### config.mk
export PLATFORM = sky130hd
export DESIGN_NAME = traffic_light_monitor
export DESIGN_NICKNAME = d
export VERILOG_FILES = /design/src/rtl/traffic_light_monitor_pkg.sv /design/src/rtl/light_tracker.sv /design/src/rtl/traffic_light_monitor.sv
export SDC_FILE = /design/constraint.sdc
export NUM_CORES = 1
export LEC_CHECK = 0
export BUFFER_PORTS_ARGS = -buffer_cell sky130_fd_sc_hd__buf_2
export CAP_MARGIN = 20
export CORE_ASPECT_RATIO = 0.8
export CORE_UTILIZATION = 32
export CTS_CLUSTER_SIZE = 28
export DETAILED_ROUTE_END_ITERATION = 10
export REMOVE_ABC_BUFFERS = 1
export SLEW_MARGIN = 20
export SYNTH_ARGS = -nofsm -noshare
export SYNTH_HDL_FRONTEND = slang
export SYNTH_HIERARCHICAL = 1
export SYNTH_SLANG_ARGS = --single-unit
### constraint.sdc
create_clock -name clk -period 6.2 [get_ports clk]
set_input_delay 1.86 -clock clk [delete_from_list [all_inputs] [get_ports clk]]
set_output_delay 1.86 -clock clk [all_outputs]
set_load 0.05 [all_outputs]
### src/rtl/traffic_light_monitor_pkg.sv
// Shared lamp encoding, lamp indices and monitor state for the traffic light monitor.
package traffic_light_monitor_pkg;

    localparam logic [2:0] RED = 3'b100;
    localparam logic [2:0] YEL = 3'b010;
    localparam logic [2:0] GRN = 3'b001;

    localparam int NUM_LAMPS = 4;
    localparam int LAMP_M1   = 0;
    localparam int LAMP_S    = 1;
    localparam int LAMP_M2   = 2;
    localparam int LAMP_MT   = 3;

    typedef enum logic {
        SYNC  = 1'b0,
        CHECK = 1'b1
    } mon_state_t;

    function automatic logic is_onehot(input logic [2:0] lamp);
        return (lamp == RED) || (lamp == YEL) || (lamp == GRN);
    endfunction

    // A lamp lets traffic move (or finish moving) while green or yellow.
    function automatic logic is_active(input logic [2:0] lamp);
        return lamp[1] | lamp[0];
    endfunction

endpackage

### src/rtl/light_tracker.sv
// Per-lamp history: previous lamp state, transition legality and yellow dwell timing.
module light_tracker
    import traffic_light_monitor_pkg::*;
#(
    parameter int YEL_MIN = 2,
    parameter int YEL_MAX = 5
) (
    input  logic       clk,
    input  logic       rst,
    input  logic       load,
    input  logic       chk_en,
    input  logic [2:0] sample,
    output logic       seq_err,
    output logic       tim_err
);

    localparam int            DW        = $clog2(YEL_MAX + 2);
    localparam logic [DW-1:0] DWELL_MIN = DW'(YEL_MIN);
    localparam logic [DW-1:0] DWELL_MAX = DW'(YEL_MAX);
    localparam logic [DW-1:0] DWELL_SAT = DW'(YEL_MAX + 1);

    logic [2:0]    prev;
    logic [DW-1:0] dwell;
    logic          sample_ok;
    logic          advance;

    assign sample_ok = is_onehot(sample);
    assign advance   = (load || chk_en) && sample_ok;

    // dwell holds the number of yellow samples seen so far in the current yellow interval.
    always_comb begin
        seq_err = 1'b0;
        tim_err = 1'b0;
        if (chk_en && sample_ok) begin
            seq_err = ((prev == GRN) && (sample == RED)) ||
                      ((prev == YEL) && (sample == GRN)) ||
                      ((prev == RED) && (sample == YEL));
            tim_err = (prev == YEL) &&
                      (((sample == RED) && (dwell < DWELL_MIN)) ||
                       ((sample == YEL) && (dwell == DWELL_MAX)));
        end
    end

    always_ff @(posedge clk or negedge rst) begin
        if (!rst) begin
            prev  <= RED;
            dwell <= '0;
        end else if (advance) begin
            prev <= sample;
            if (sample != YEL) begin
                dwell <= '0;
            end else if (prev != YEL) begin
                dwell <= DW'(1);
            end else if (dwell != DWELL_SAT) begin
                dwell <= dwell + 1'b1;
            end
        end
    end

endmodule

### src/rtl/traffic_light_monitor.sv
// Passive checker for a four-lamp intersection: encoding, conflict, sequence and yellow timing.
module traffic_light_monitor
    import traffic_light_monitor_pkg::*;
#(
    parameter int YEL_MIN = 2,
    parameter int YEL_MAX = 5,
    parameter int CNT_W   = 8
) (
    input  logic             clk,
    input  logic             rst,
    input  logic [2:0]       light_M1,
    input  logic [2:0]       light_S,
    input  logic [2:0]       light_M2,
    input  logic [2:0]       light_MT,
    input  logic             clr_err,
    output logic             err_encoding,
    output logic             err_conflict,
    output logic             err_sequence,
    output logic             err_timing,
    output logic             err_any,
    output logic [CNT_W-1:0] violation_count,
    output logic             synced
);

    localparam logic [CNT_W-1:0] CNT_FULL = {CNT_W{1'b1}};

    logic [NUM_LAMPS-1:0][2:0] lamp_p0;
    logic                      vld_p0;
    logic                      clr_p0;

    // Stage p0: register every lamp plus the clear so both line up with the checks.
    always_ff @(posedge clk or negedge rst) begin
        if (!rst) begin
            lamp_p0 <= {NUM_LAMPS{RED}};
            vld_p0  <= 1'b0;
            clr_p0  <= 1'b0;
        end else begin
            lamp_p0 <= {light_MT, light_M2, light_S, light_M1};
            vld_p0  <= 1'b1;
            clr_p0  <= clr_err;
        end
    end

    mon_state_t            state;
    logic [NUM_LAMPS-1:0]  lamp_ok;
    logic [NUM_LAMPS-1:0]  lamp_act;
    logic [NUM_LAMPS-1:0]  seq_err;
    logic [NUM_LAMPS-1:0]  tim_err;
    logic                  in_check;
    logic                  load;

    always_comb begin
        lamp_ok  = '0;
        lamp_act = '0;
        for (int i = 0; i < NUM_LAMPS; i++) begin
            lamp_ok[i]  = is_onehot(lamp_p0[i]);
            lamp_act[i] = is_active(lamp_p0[i]);
        end
    end

    assign in_check = (state == CHECK);
    assign load     = (state == SYNC) && vld_p0 && (&lamp_ok);

    for (genvar i = 0; i < NUM_LAMPS; i++) begin : g_trk
        light_tracker #(
            .YEL_MIN (YEL_MIN),
            .YEL_MAX (YEL_MAX)
        ) u_trk (
            .clk     (clk),
            .rst     (rst),
            .load    (load),
            .chk_en  (in_check),
            .sample  (lamp_p0[i]),
            .seq_err (seq_err[i]),
            .tim_err (tim_err[i])
        );
    end

    logic             enc_hit;
    logic             conf_hit;
    logic             seq_hit;
    logic             tim_hit;
    logic             violation;
    logic             nxt_enc;
    logic             nxt_conf;
    logic             nxt_seq;
    logic             nxt_tim;
    logic [CNT_W-1:0] cnt_base;
    logic [CNT_W-1:0] nxt_cnt;

    assign enc_hit  = in_check && !(&lamp_ok);
    assign conf_hit = in_check &&
                      ((lamp_act[LAMP_S] &&
                        (lamp_act[LAMP_M1] || lamp_act[LAMP_M2] || lamp_act[LAMP_MT])) ||
                       (lamp_act[LAMP_M2] && lamp_act[LAMP_MT]));
    assign seq_hit   = |seq_err;
    assign tim_hit   = |tim_err;
    assign violation = enc_hit || conf_hit || seq_hit || tim_hit;

    // A clear only wipes history; anything failing this cycle is re-recorded on top of it.
    always_comb begin
        nxt_enc  = (err_encoding && !clr_p0) || enc_hit;
        nxt_conf = (err_conflict && !clr_p0) || conf_hit;
        nxt_seq  = (err_sequence && !clr_p0) || seq_hit;
        nxt_tim  = (err_timing   && !clr_p0) || tim_hit;
        cnt_base = clr_p0 ? '0 : violation_count;
        nxt_cnt  = cnt_base;
        if (violation && (cnt_base != CNT_FULL)) begin
            nxt_cnt = cnt_base + 1'b1;
        end
    end

    // Stage p1: monitor state and all registered outputs.
    always_ff @(posedge clk or negedge rst) begin
        if (!rst) begin
            state           <= SYNC;
            synced          <= 1'b0;
            err_encoding    <= 1'b0;
            err_conflict    <= 1'b0;
            err_sequence    <= 1'b0;
            err_timing      <= 1'b0;
            err_any         <= 1'b0;
            violation_count <= '0;
        end else begin
            case (state)
                SYNC: begin
                    if (load) begin
                        state  <= CHECK;
                        synced <= 1'b1;
                    end
                end
                CHECK: begin
                    err_encoding    <= nxt_enc;
                    err_conflict    <= nxt_conf;
                    err_sequence    <= nxt_seq;
                    err_timing      <= nxt_tim;
                    err_any         <= nxt_enc || nxt_conf || nxt_seq || nxt_tim;
                    violation_count <= nxt_cnt;
                end
                default: begin
                    state  <= SYNC;
                    synced <= 1'b0;
                end
            endcase
        end
    end

endmodule
Word-level counts from Yosys, hierarchy flattened
Index checks and enable logic that the tools add are counted.

Logic and storage cells: 192. Output and inout bits: 14. Bits of input ports: 15. Flip-flop bits (word level): 53.

Bitwise logic cells: 5. Order comparisons: 4. Muxes and demuxes: 24. Equal/unequal tests: 41. Reductions and logical operators: 91. Add/subtract/negate cells: 5.

Operators by type and width (number): $logic_and A1 B1 Y1 (43); $eq A3 B3 Y1 const B (12); $mux W3 (12); $logic_or A1 B1 Y1 (34); $eq A3 B1 Y1 const B (8); $eq A3 B2 Y1 const B (8); $ne A3 B2 Y1 const B (8); $mux W8 (2); $add A3 B1 Y3 const B (4); $lt A3 B2 Y1 const B (4); $ne A3 B3 Y1 const B (4); $reduce_bool A3 Y1 (4); $mux W1 (10); $reduce_and A2 Y1 (5); $add A8 B1 Y8 const B (1); $ne A8 B8 Y1 const B (1); $reduce_or A4 Y1 (2); $or A1 B1 Y1 (4); $reduce_and A4 Y1 (1); $logic_not A1 Y1 (2); $not A1 Y1 (1).

Longest topological paths before layout
Gate-level depths: netlist of run 1.

Depth in word-level cells: 11. Mapped depth: 11. Mapped depth without buffers: 10.

Hierarchy
The synthesis of run 1 kept the hierarchy.

Modules (own cells, without submodules): light_tracker (instances 4, cells each 60, seq. area each 151.4 um^2, area each 528.0 um^2); traffic_light_monitor (instances 1, cells each 117, seq. area each 730.7 um^2, area each 1308.8 um^2).

Worst setup path before layout of run 1
Ideal clock, no wire load.

Path kind: reg2reg. Start point: register lamp_p0[3] (netlist bit). End point: register g_trk[0].u_trk.dwell[1]. Clock period less this slack: 2888 ps. Cell stages (with the launch flop): 10. Arrival: 2769 ps. Data required time: 6081 ps. Setup time: 119 ps. Setup slack: 3312 ps. Buffers on the path: 1. Cell sequence: dfrtp_1 > a222oi_1 > nand3_1 > or4_1 > buf_6 > nor3_1 > nor2_1 > o32ai_4 > o41a_1 > o21ai_2.

Word-level cells in the longest chain between the ends: 8. Elaborated cells between the ends (all ways): 10. Those cells by class: eq/ne (3); reduce/logical (7).

Ends and longest elaborated chain: from (decl) (RTL line traffic_light_monitor.sv:27) `logic [NUM_LAMPS-1:0][2:0] lamp_p0;`; from (signal assigned) (RTL line traffic_light_monitor.sv:34) `lamp_p0 <= {NUM_LAMPS{RED}};`; from (signal assigned) (RTL line traffic_light_monitor.sv:38) `lamp_p0 <= {light_MT, light_M2, light_S, light_M1};`; $eq A3 B3 Y1 / $eq A3 B2 Y1 (equally long branches) (RTL line traffic_light_monitor_pkg.sv:20) `return (lamp == RED) || (lamp == YEL) || (lamp == GRN);`; $logic_or A1 B1 Y1 (RTL line traffic_light_monitor_pkg.sv:20); $logic_or A1 B1 Y1 * (RTL line traffic_light_monitor_pkg.sv:20); $reduce_and A4 Y1 * (RTL line traffic_light_monitor.sv:62) `assign load = (state == SYNC) && vld_p0 && (&lamp_ok);`; $logic_and A1 B1 Y1 * (RTL line traffic_light_monitor.sv:62); named net load (RTL line traffic_light_monitor.sv:50) `logic load;`; $logic_or A1 B1 Y1 * (RTL line light_tracker.sv:28) `assign advance = (load || chk_en) && sample_ok;`; $logic_and A1 B1 Y1 * (RTL line light_tracker.sv:28); $reduce_and A2 Y1 (no source line) *; to (signal assigned) (RTL line light_tracker.sv:55) `dwell <= dwell + 1'b1;`; to (decl) (RTL line light_tracker.sv:23) `logic [DW-1:0] dwell;`.

The timed path passes the listed nets; every way through them passes the cells marked *. A chain may end at the register's enable or synchronous reset.

Worst setup path after layout of run 1
Start point: register lamp_p0[6] (netlist bit). End point: register g_trk[3].u_trk.dwell[0].

Word-level cells in the longest chain between the ends: 8. Elaborated cells between the ends (all ways): 10. Those cells by class: eq/ne (3); reduce/logical (7).

Ends and longest elaborated chain (RTL line): $eq A3 B3 Y1 / $eq A3 B2 Y1 (equally long branches) (traffic_light_monitor_pkg.sv:20); $logic_or A1 B1 Y1 (traffic_light_monitor_pkg.sv:20); $logic_or A1 B1 Y1 * (traffic_light_monitor_pkg.sv:20); $reduce_and A4 Y1 * (traffic_light_monitor.sv:62); $logic_and A1 B1 Y1 * (traffic_light_monitor.sv:62); named net load (traffic_light_monitor.sv:50); $logic_or A1 B1 Y1 * (light_tracker.sv:28); $logic_and A1 B1 Y1 * (light_tracker.sv:28); $reduce_and A2 Y1 (no source line) *; to (signal assigned) (light_tracker.sv:55); to (decl) (light_tracker.sv:23).

Marked as above.

==> reports/qor.txt, run 1 <==
STA
----------------------------------------------------------------------------------------
Number of setup violations in the final report                                         0
FMAX                                                                           0.309 GHz
Number of hold-slack violations in the final timing report                             0
Clock period minus final worst setup slack                                       3.23 ns
Number of max-slew violations in the final report                                      0
Setup skew after layout                                                       0.00419 ns
Smallest setup slack after layout                                                2.97 ns
Period Utilization, post-route                                                     0.521
Worst slew margin                                                                  0.544
Unrepaired setup endpoints after global routing                                    false
Setup Total Neg Slack                                                               0 ns
Slew of the pin with the lowest slew margin                                     0.684 ns

RUN
----------------------------------------------------------------------------------------
Maxcap violations                                                                      0

ROUTE
----------------------------------------------------------------------------------------
DRT Wirelength                                                                   7.52 mm
Post-DR wirelength/cell                                                          14.4 um
Via count                                                                           2816
DRC Markers                                                                            0
Iter 0 DRT Violations                                                                216
Detailed-router iteration count before antenna repair                                  4
Vias per cell                                                                       5.37
Remaining number of nets flagged by the antenna check after routing                    0

STATUS
----------------------------------------------------------------------------------------
Status                                                                         completed

SYNTHESIS
----------------------------------------------------------------------------------------
Post-synthesis cell count                                                            357
Post-synthesis async set-or-reset flop share                                        1.00
Seq/Total Area, Yosys                                                              0.391
Primary flip-flop cell chosen by synthesis mapping                          sky130_fd_sc_hd__dfrtp_1
Post-synthesis instance area                                                  3420 sq um
Synth Warn #                                                                           6
Distinct cell type count after synthesis                                              58
Post-synthesis average cell area                                              9.58 sq um
Post-synth EDFFs                                                                       0
Number of register bits inferred by synthesis                                         53

CTS
----------------------------------------------------------------------------------------
Maximum count of clock buffers along a single path                                     2
Clock tree root driver cell                                                 sky130_fd_sc_hd__clkbuf_16
TritonCTS buffer count                                                                 5
Worst skew pair latency                                                          0.29 ns
CTS H-tree lvls                                                                        2
Hold-fix buffers, CTS                                                                  0
Buffer count from post-CTS setup fixing                                                0
Clock net sink count                                                                  53
CTS clk-pin slew, worst paths                                                    0.07 ns
Post_cts resized                                                                       0
CTS tree                                                                            done

LAYOUT
----------------------------------------------------------------------------------------
Proportion of layout cells with a drive suffix above 1                             0.214
Total of fill cells in the finished design                                          1064
Cell area after layout                                                        3820 sq um
Post-route core utilization                                                        0.371
Area Overhead vs Synth                                                             11.8%
Nets                                                                                 411
Count of inserted antenna diode cells                                                  0
Non-filler cells in the finished layout                                              524

CRITICAL PATH
----------------------------------------------------------------------------------------
Critical path start-end classification                                        reg -> reg
Critical path's most frequent cell                                          sky130_fd_sc_hd__nor2_1
Flop2flop setup slack                                                            2.97 ns
Family of cells with the greatest summed delay on the critical path         simple AND/OR/NAND/NOR gates
CP endpoint kind                                                               flip-flop
Critical Path RT                                                                 6.40 ns
Data arrival time of the worst path                                              3.43 ns
Critical Path, Cell by Cell                                                 nor2_1 -> xor2_1 -> or4_1 -> nor3_1 -> buf_4 -> nor2_1 -> o32ai_4 -> o21ai_0 -> a22oi_1
Critical Path Max Stage Delay                                                    0.69 ns
Crit path max-delay cell type                                               sky130_fd_sc_hd__or4_1
Bufs and invs on worst path                                                            1
Critical path fanouts, max                                                            15
Startpoint types                                                               flip-flop

WORST HOLD PATH
----------------------------------------------------------------------------------------
Worst hold path type                                                          reg -> reg

PLACED DESIGN
----------------------------------------------------------------------------------------
DP Cell Count                                                                        516
Buffers added on ports                                                                28
Total half-perimeter wirelength after legalization and detailed placement        5.29 mm
Dpl ws                                                                           3.02 ns
Final weighted congestion of routability-driven global placement                   0.809
Instance area after placement                                                 3690 sq um

POWER
----------------------------------------------------------------------------------------
PD cells                                                                     327 nW/um^2
Cell leakage power                                                               1.49 nW
Largest vdd supply drop                                                         0.160 mV

GLOBAL ROUTE
----------------------------------------------------------------------------------------
First-pass GRT wire length                                                       13.0 mm
Largest net degree at the start of global routing                                     54
GRT overflow                                                                           0
Total GRT Usage                                                                    0.143
Number of antenna violations at the first check in global routing                      0
Via count of the first global-routing pass                                          2577

DIE
----------------------------------------------------------------------------------------
Starting density of the core                                                       0.331
Die Wd                                                                            118 um
Die Footprint                                                                11100 sq um
Floorplan core area                                                          10300 sq um
Die height                                                                       94.5 um
Site Rows                                                                             33
I/O pin total                                                                         29

## per-layer routing
metal,routed length [um],global-route usage,vias up
li1,-,-,1385
met1,4040,0.208,1381
met2,3230,0.215,48
met3,222,0.0332,2
met4,22,0.0288,0
met5,0,0,-
## worst register-to-register path, delay by kind of cell (launching register included)
| family | cells | cell delay (ns) |
|---|---|---|
| buf+inv | 1 | 0.25 |
| flops | 1 | 0.68 |
| compound gates | 3 | 0.72 |
| simple gates | 4 | 1.33 |
| xor+xnor | 1 | 0.16 |
## kinds of logic (layout without fill, tap and decap cells)
family                     count (synthesis)  after routing  share of synthesized area
adders and majority gates                 13             13                     0.0476
muxes                                      2              2                    0.00585
and+or+nand+nor                          139            139                      0.236
other                                      1              1                    0.00110
DFF                                       53             53                      0.391
buffers and inverters                     31             58                     0.0413
xor gates and xnor gates                   7              7                     0.0179
AOI/OAI and AO/OA                        111            111                      0.260
## state kept, by name (all words and copies together) (netlist names)
| signal | cells |
|---|---|
| clr_p0 | 1 |
| err_any | 1 |
| err_conflict | 1 |
| err_encoding | 1 |
| err_sequence | 1 |
| err_timing | 1 |
| g_trk.u_trk/dwell | 12 |
| g_trk.u_trk/prev | 12 |
| in_check | 1 |
| lamp_p0 | 12 |
| synced | 1 |
| violation_count | 8 |
| vld_p0 | 1 |
## cell usage in the layout, fill, tap and decap left out, drive strengths merged, types with 8 or more instances in the layout
cell type,synthesis,layout
dfrtp,45,45
buf,10,31
o21ai,31,31
nor2,30,30
nand2,27,27
a21oi,23,23
inv,19,19
nand2b,16,16
nand3,15,15
ha,13,13
dfstp,8,8
clkbuf,2,8
o32ai,8,8
## cell usage after synthesis (5+ instances only)
master,n,area share
sky130_fd_sc_hd__nor2_1,30,0.033
sky130_fd_sc_hd__nand2_1,27,0.030
sky130_fd_sc_hd__buf_2,8,0.012
sky130_fd_sc_hd__nand3_1,15,0.022
sky130_fd_sc_hd__o21bai_1,5,0.011
sky130_fd_sc_hd__dfstp_2,8,0.061
sky130_fd_sc_hd__nand4_1,5,0.0091
sky130_fd_sc_hd__ha_1,13,0.048
sky130_fd_sc_hd__o21ai_0,26,0.038
sky130_fd_sc_hd__nand2b_1,12,0.022
sky130_fd_sc_hd__inv_1,15,0.016
sky130_fd_sc_hd__or2_2,6,0.011
sky130_fd_sc_hd__dfrtp_1,45,0.33
sky130_fd_sc_hd__a21oi_1,22,0.032
sky130_fd_sc_hd__nor3_1,6,0.0088
sky130_fd_sc_hd__nor4b_1,5,0.013
## final cells by class
class	count	area (sq um)	share of cell area
flip-flops and latches	53	1340	0.349
inverters	19	71.3	0.0186
clock buffers	8	136	0.0357
well taps	140	175	0.0458
multi-input cells	273	1940	0.508
repair buffers	31	163	0.0425
## report_power, final
group	internal, mW	switching, mW
Clock	0.151	0.121
Sequential	0.431	0.106
Combinational	0.161	0.283
Total	0.743	0.510
## path summary, 6_finish.rpt
kind / start / depth (start not counted) / to
setup reg to reg: lamp_p0[6] / 9 / g_trk[3].u_trk/dwell[0]
setup / recovery: lamp_p0[6] / 9 / g_trk[3].u_trk/dwell[0]
min in group asynchronous: rst / 2 / g_trk[1].u_trk/dwell[2]
max in group asynchronous: rst / 2 / synced
hold / removal: err_any / 1 / err_any
hold reg to reg: err_any / 1 / err_any
## metrics by stage
step / hold WS [ns] / total power [mW]
after detailed placement: 0.494 / 0.984
after global routing: 0.529 / 1.34
after CTS: 0.509 / 1.26
final: 0.505 / 1.25
after floorplan: 0.489 / 0.858
after global placement: 0.479 / 0.976
Power figures use the tool's default switching activity.
==> run 2, diff against run 1 <==
==> constraint.sdc (replaced) <==
create_clock -name clk -period 3.4 [get_ports clk]
set_input_delay 1.02 -clock clk [delete_from_list [all_inputs] [get_ports clk]]
set_output_delay 1.02 -clock clk [all_outputs]
set_load 0.05 [all_outputs]
==> run 2 against run 1 <==
  * Die area is the same
  * Sequential power is 86% higher
  * Critical path type unchanged
  * Critical path depth unchanged
  * Count of clock-buffer cells in the layout unchanged
  * Clock skew increased by 0.0050 ns
  * Non-clock buffer count rose by 1
  * Highest routed layer unchanged
  * Power is 83% higher
  * Largest cell class unchanged
  * Clock power up 90%
==> reports/qor.txt, run 2 (synthesis gave the netlist of run 1 again) <==
GLOBAL ROUTE
----------------------------------------------------------------------------------------
First-pass GRT wire length                                                       12.8 mm   -1.3%
GRT overflow                                                                           0   unchanged
Number of antenna violations at the first check in global routing                      0   unchanged
Total GRT Usage                                                                    0.142   -0.00123
Largest net degree at the start of global routing                                     30   -44%
Via count of the first global-routing pass                                          2632   +2.1%

CTS
----------------------------------------------------------------------------------------
CTS clk-pin slew, worst paths                                                    0.07 ns   about the same
TritonCTS buffer count                                                                 5   unchanged
Clock net sink count                                                                  53   unchanged
CTS H-tree lvls                                                                        2   unchanged
CTS tree                                                                            done
Hold-fix buffers, CTS                                                                  0   unchanged
Maximum count of clock buffers along a single path                                     2   unchanged
Post_cts resized                                                                       0   unchanged
Buffer count from post-CTS setup fixing                                                0   unchanged
Clock tree root driver cell                                                 sky130_fd_sc_hd__clkbuf_16
Worst skew pair latency                                                          0.30 ns   about the same

DIE
----------------------------------------------------------------------------------------
Die Footprint                                                                11100 sq um   unchanged
Floorplan core area                                                          10300 sq um   unchanged
I/O pin total                                                                         29   unchanged
Site Rows                                                                             33   unchanged
Die Wd                                                                            118 um   unchanged
Starting density of the core                                                       0.331   unchanged
Die height                                                                       94.5 um   unchanged

LAYOUT
----------------------------------------------------------------------------------------
Nets                                                                                 412   +0.24%
Area Overhead vs Synth                                                             12.3%
Post-route core utilization                                                        0.372   +0.00170
Largest regs                                                                g_trk.u_trk/dwell (12), g_trk.u_trk/prev (12), lamp_p0 (12)
Total of fill cells in the finished design                                          1060   -0.38%
Most used cells in the layout excluding fill and tap cells                  sky130_fd_sc_hd__dfrtp_1, sky130_fd_sc_hd__nor2_1, sky130_fd_sc_hd__buf_2
Most common library cell in the layout ignoring fill and taps               sky130_fd_sc_hd__dfrtp_1
Count of inserted antenna diode cells                                                  0   unchanged
Proportion of layout cells with a drive suffix above 1                             0.218   +0.00464

ROUTE
----------------------------------------------------------------------------------------
Detailed-router iteration count before antenna repair                                  7   +3
Vias per cell                                                                       5.40   +0.45%
Iter 0 DRT Violations                                                                143   -34%
DRC Markers                                                                            0   unchanged
DRT Wirelength                                                                   7.41 mm   -1.5%
Post-DR wirelength/cell                                                          14.1 um   -1.7%
Remaining number of nets flagged by the antenna check after routing                    0   unchanged
Via count                                                                           2834   +0.64%

CRITICAL PATH
----------------------------------------------------------------------------------------
Critical path fanouts, max                                                            16   +1
Startpoint types                                                               flip-flop
Critical Path RT                                                                 3.61 ns   -2.79 ns
Critical path start-end classification                                        reg -> reg
Data arrival time of the worst path                                              3.24 ns   -0.19 ns
CP endpoint kind                                                               flip-flop

RUN
----------------------------------------------------------------------------------------
Maxcap violations                                                                      0   unchanged

STA
----------------------------------------------------------------------------------------
Setup Total Neg Slack                                                               0 ns   unchanged
FMAX                                                                           0.330 GHz   +6.7%
Clock period minus final worst setup slack                                       3.03 ns   -0.204 ns
Worst slew margin                                                                  0.511   -0.0326
Slew of the pin with the lowest slew margin                                     0.733 ns   +0.0489 ns
Number of hold-slack violations in the final timing report                             0   unchanged
Setup skew after layout                                                       0.00915 ns   +0.00496 ns
Unrepaired setup endpoints after global routing                                    false
Period Utilization, post-route                                                     0.891   +0.369
Number of max-slew violations in the final report                                      0   unchanged
Number of setup violations in the final report                                         0   unchanged

PLACED DESIGN
----------------------------------------------------------------------------------------
Total half-perimeter wirelength after legalization and detailed placement        5.33 mm   +0.93%
Buffers added on ports                                                                28   unchanged
Final weighted congestion of routability-driven global placement                   0.810   +0.15%

POWER
----------------------------------------------------------------------------------------
PD cells                                                                     598 nW/um^2   +83%
Cell leakage power                                                               1.50 nW   +0.68%
Largest vdd supply drop                                                         0.255 mV   +59%

STATUS
----------------------------------------------------------------------------------------
Status                                                                         completed

WORST HOLD PATH
----------------------------------------------------------------------------------------
Worst hold path type                                                          reg -> reg

## run 2: critical path, stage by stage (launching register included)
cell and delay (ns):
sky130_fd_sc_hd__dfrtp_1 0.56, sky130_fd_sc_hd__xnor2_1 0.42, sky130_fd_sc_hd__nor2_1 0.08, sky130_fd_sc_hd__o21ai_0 0.15, sky130_fd_sc_hd__a21oi_1 0.05, sky130_fd_sc_hd__or4_1 0.56
sky130_fd_sc_hd__or3_1 0.42, sky130_fd_sc_hd__a21oi_4 0.30, sky130_fd_sc_hd__mux2i_1 0.14, sky130_fd_sc_hd__a311oi_2 0.24
## run 2: layer usage
| layer | vias up | track usage | wire [um] |
|---|---|---|---|
| li1 | 1389 | - | - |
| met1 | 1377 | 0.199 | 3870 |
| met2 | 61 | 0.218 | 3150 |
| met3 | 7 | 0.0320 | 315 |
| met4 | 0 | 0.0417 | 75 |
| met5 | - | 0 | 0 |
## run 2: power by group
part,internal (mW),switching (mW)
registers,0.785,0.218
clock network,0.294,0.221
logic,0.296,0.483
## run 2: worst paths after layout
kind / startpoint / end / slack (ns) / cells after the start
setup / recovery: lamp_p0[3] / violation_count[0] / 0.37 / 9
hold / removal: synced / synced / 0.47 / 1
setup reg to reg: lamp_p0[3] / violation_count[0] / 0.37 / 9
hold reg to reg: synced / synced / 0.47 / 1
max in group asynchronous: rst / g_trk[0].u_trk/prev[2] / 1.84 / 2
min in group asynchronous: rst / g_trk[1].u_trk/dwell[1] / 0.72 / 1
## run 2: area by class of cell
class                      instances  area, sq um  area share
tap                              140          175      0.0456
multi-input combinational        273         1940       0.506
inverter                          19         71.3      0.0186
timing repair buffer              32          170      0.0443
sequential                        53         1340       0.348
clock buffer                       8          146      0.0381
## run 2: metrics by stage
step | instance area (sq um) | setup slack (ns) | instances | hold WS, ns | power (mW)
floorplan | 3350 | 0.362 | 345 | 0.489 | 1.57
global placement | 3700 | 0.486 | 517 | 0.449 | 1.77
detailed placement | 3700 | 0.391 | 517 | 0.455 | 1.79
CTS | 3840 | 0.360 | 525 | 0.473 | 2.32
global route | 3840 | 0.0817 | 525 | 0.493 | 2.45
finish | 3840 | 0.372 | 525 | 0.471 | 2.30
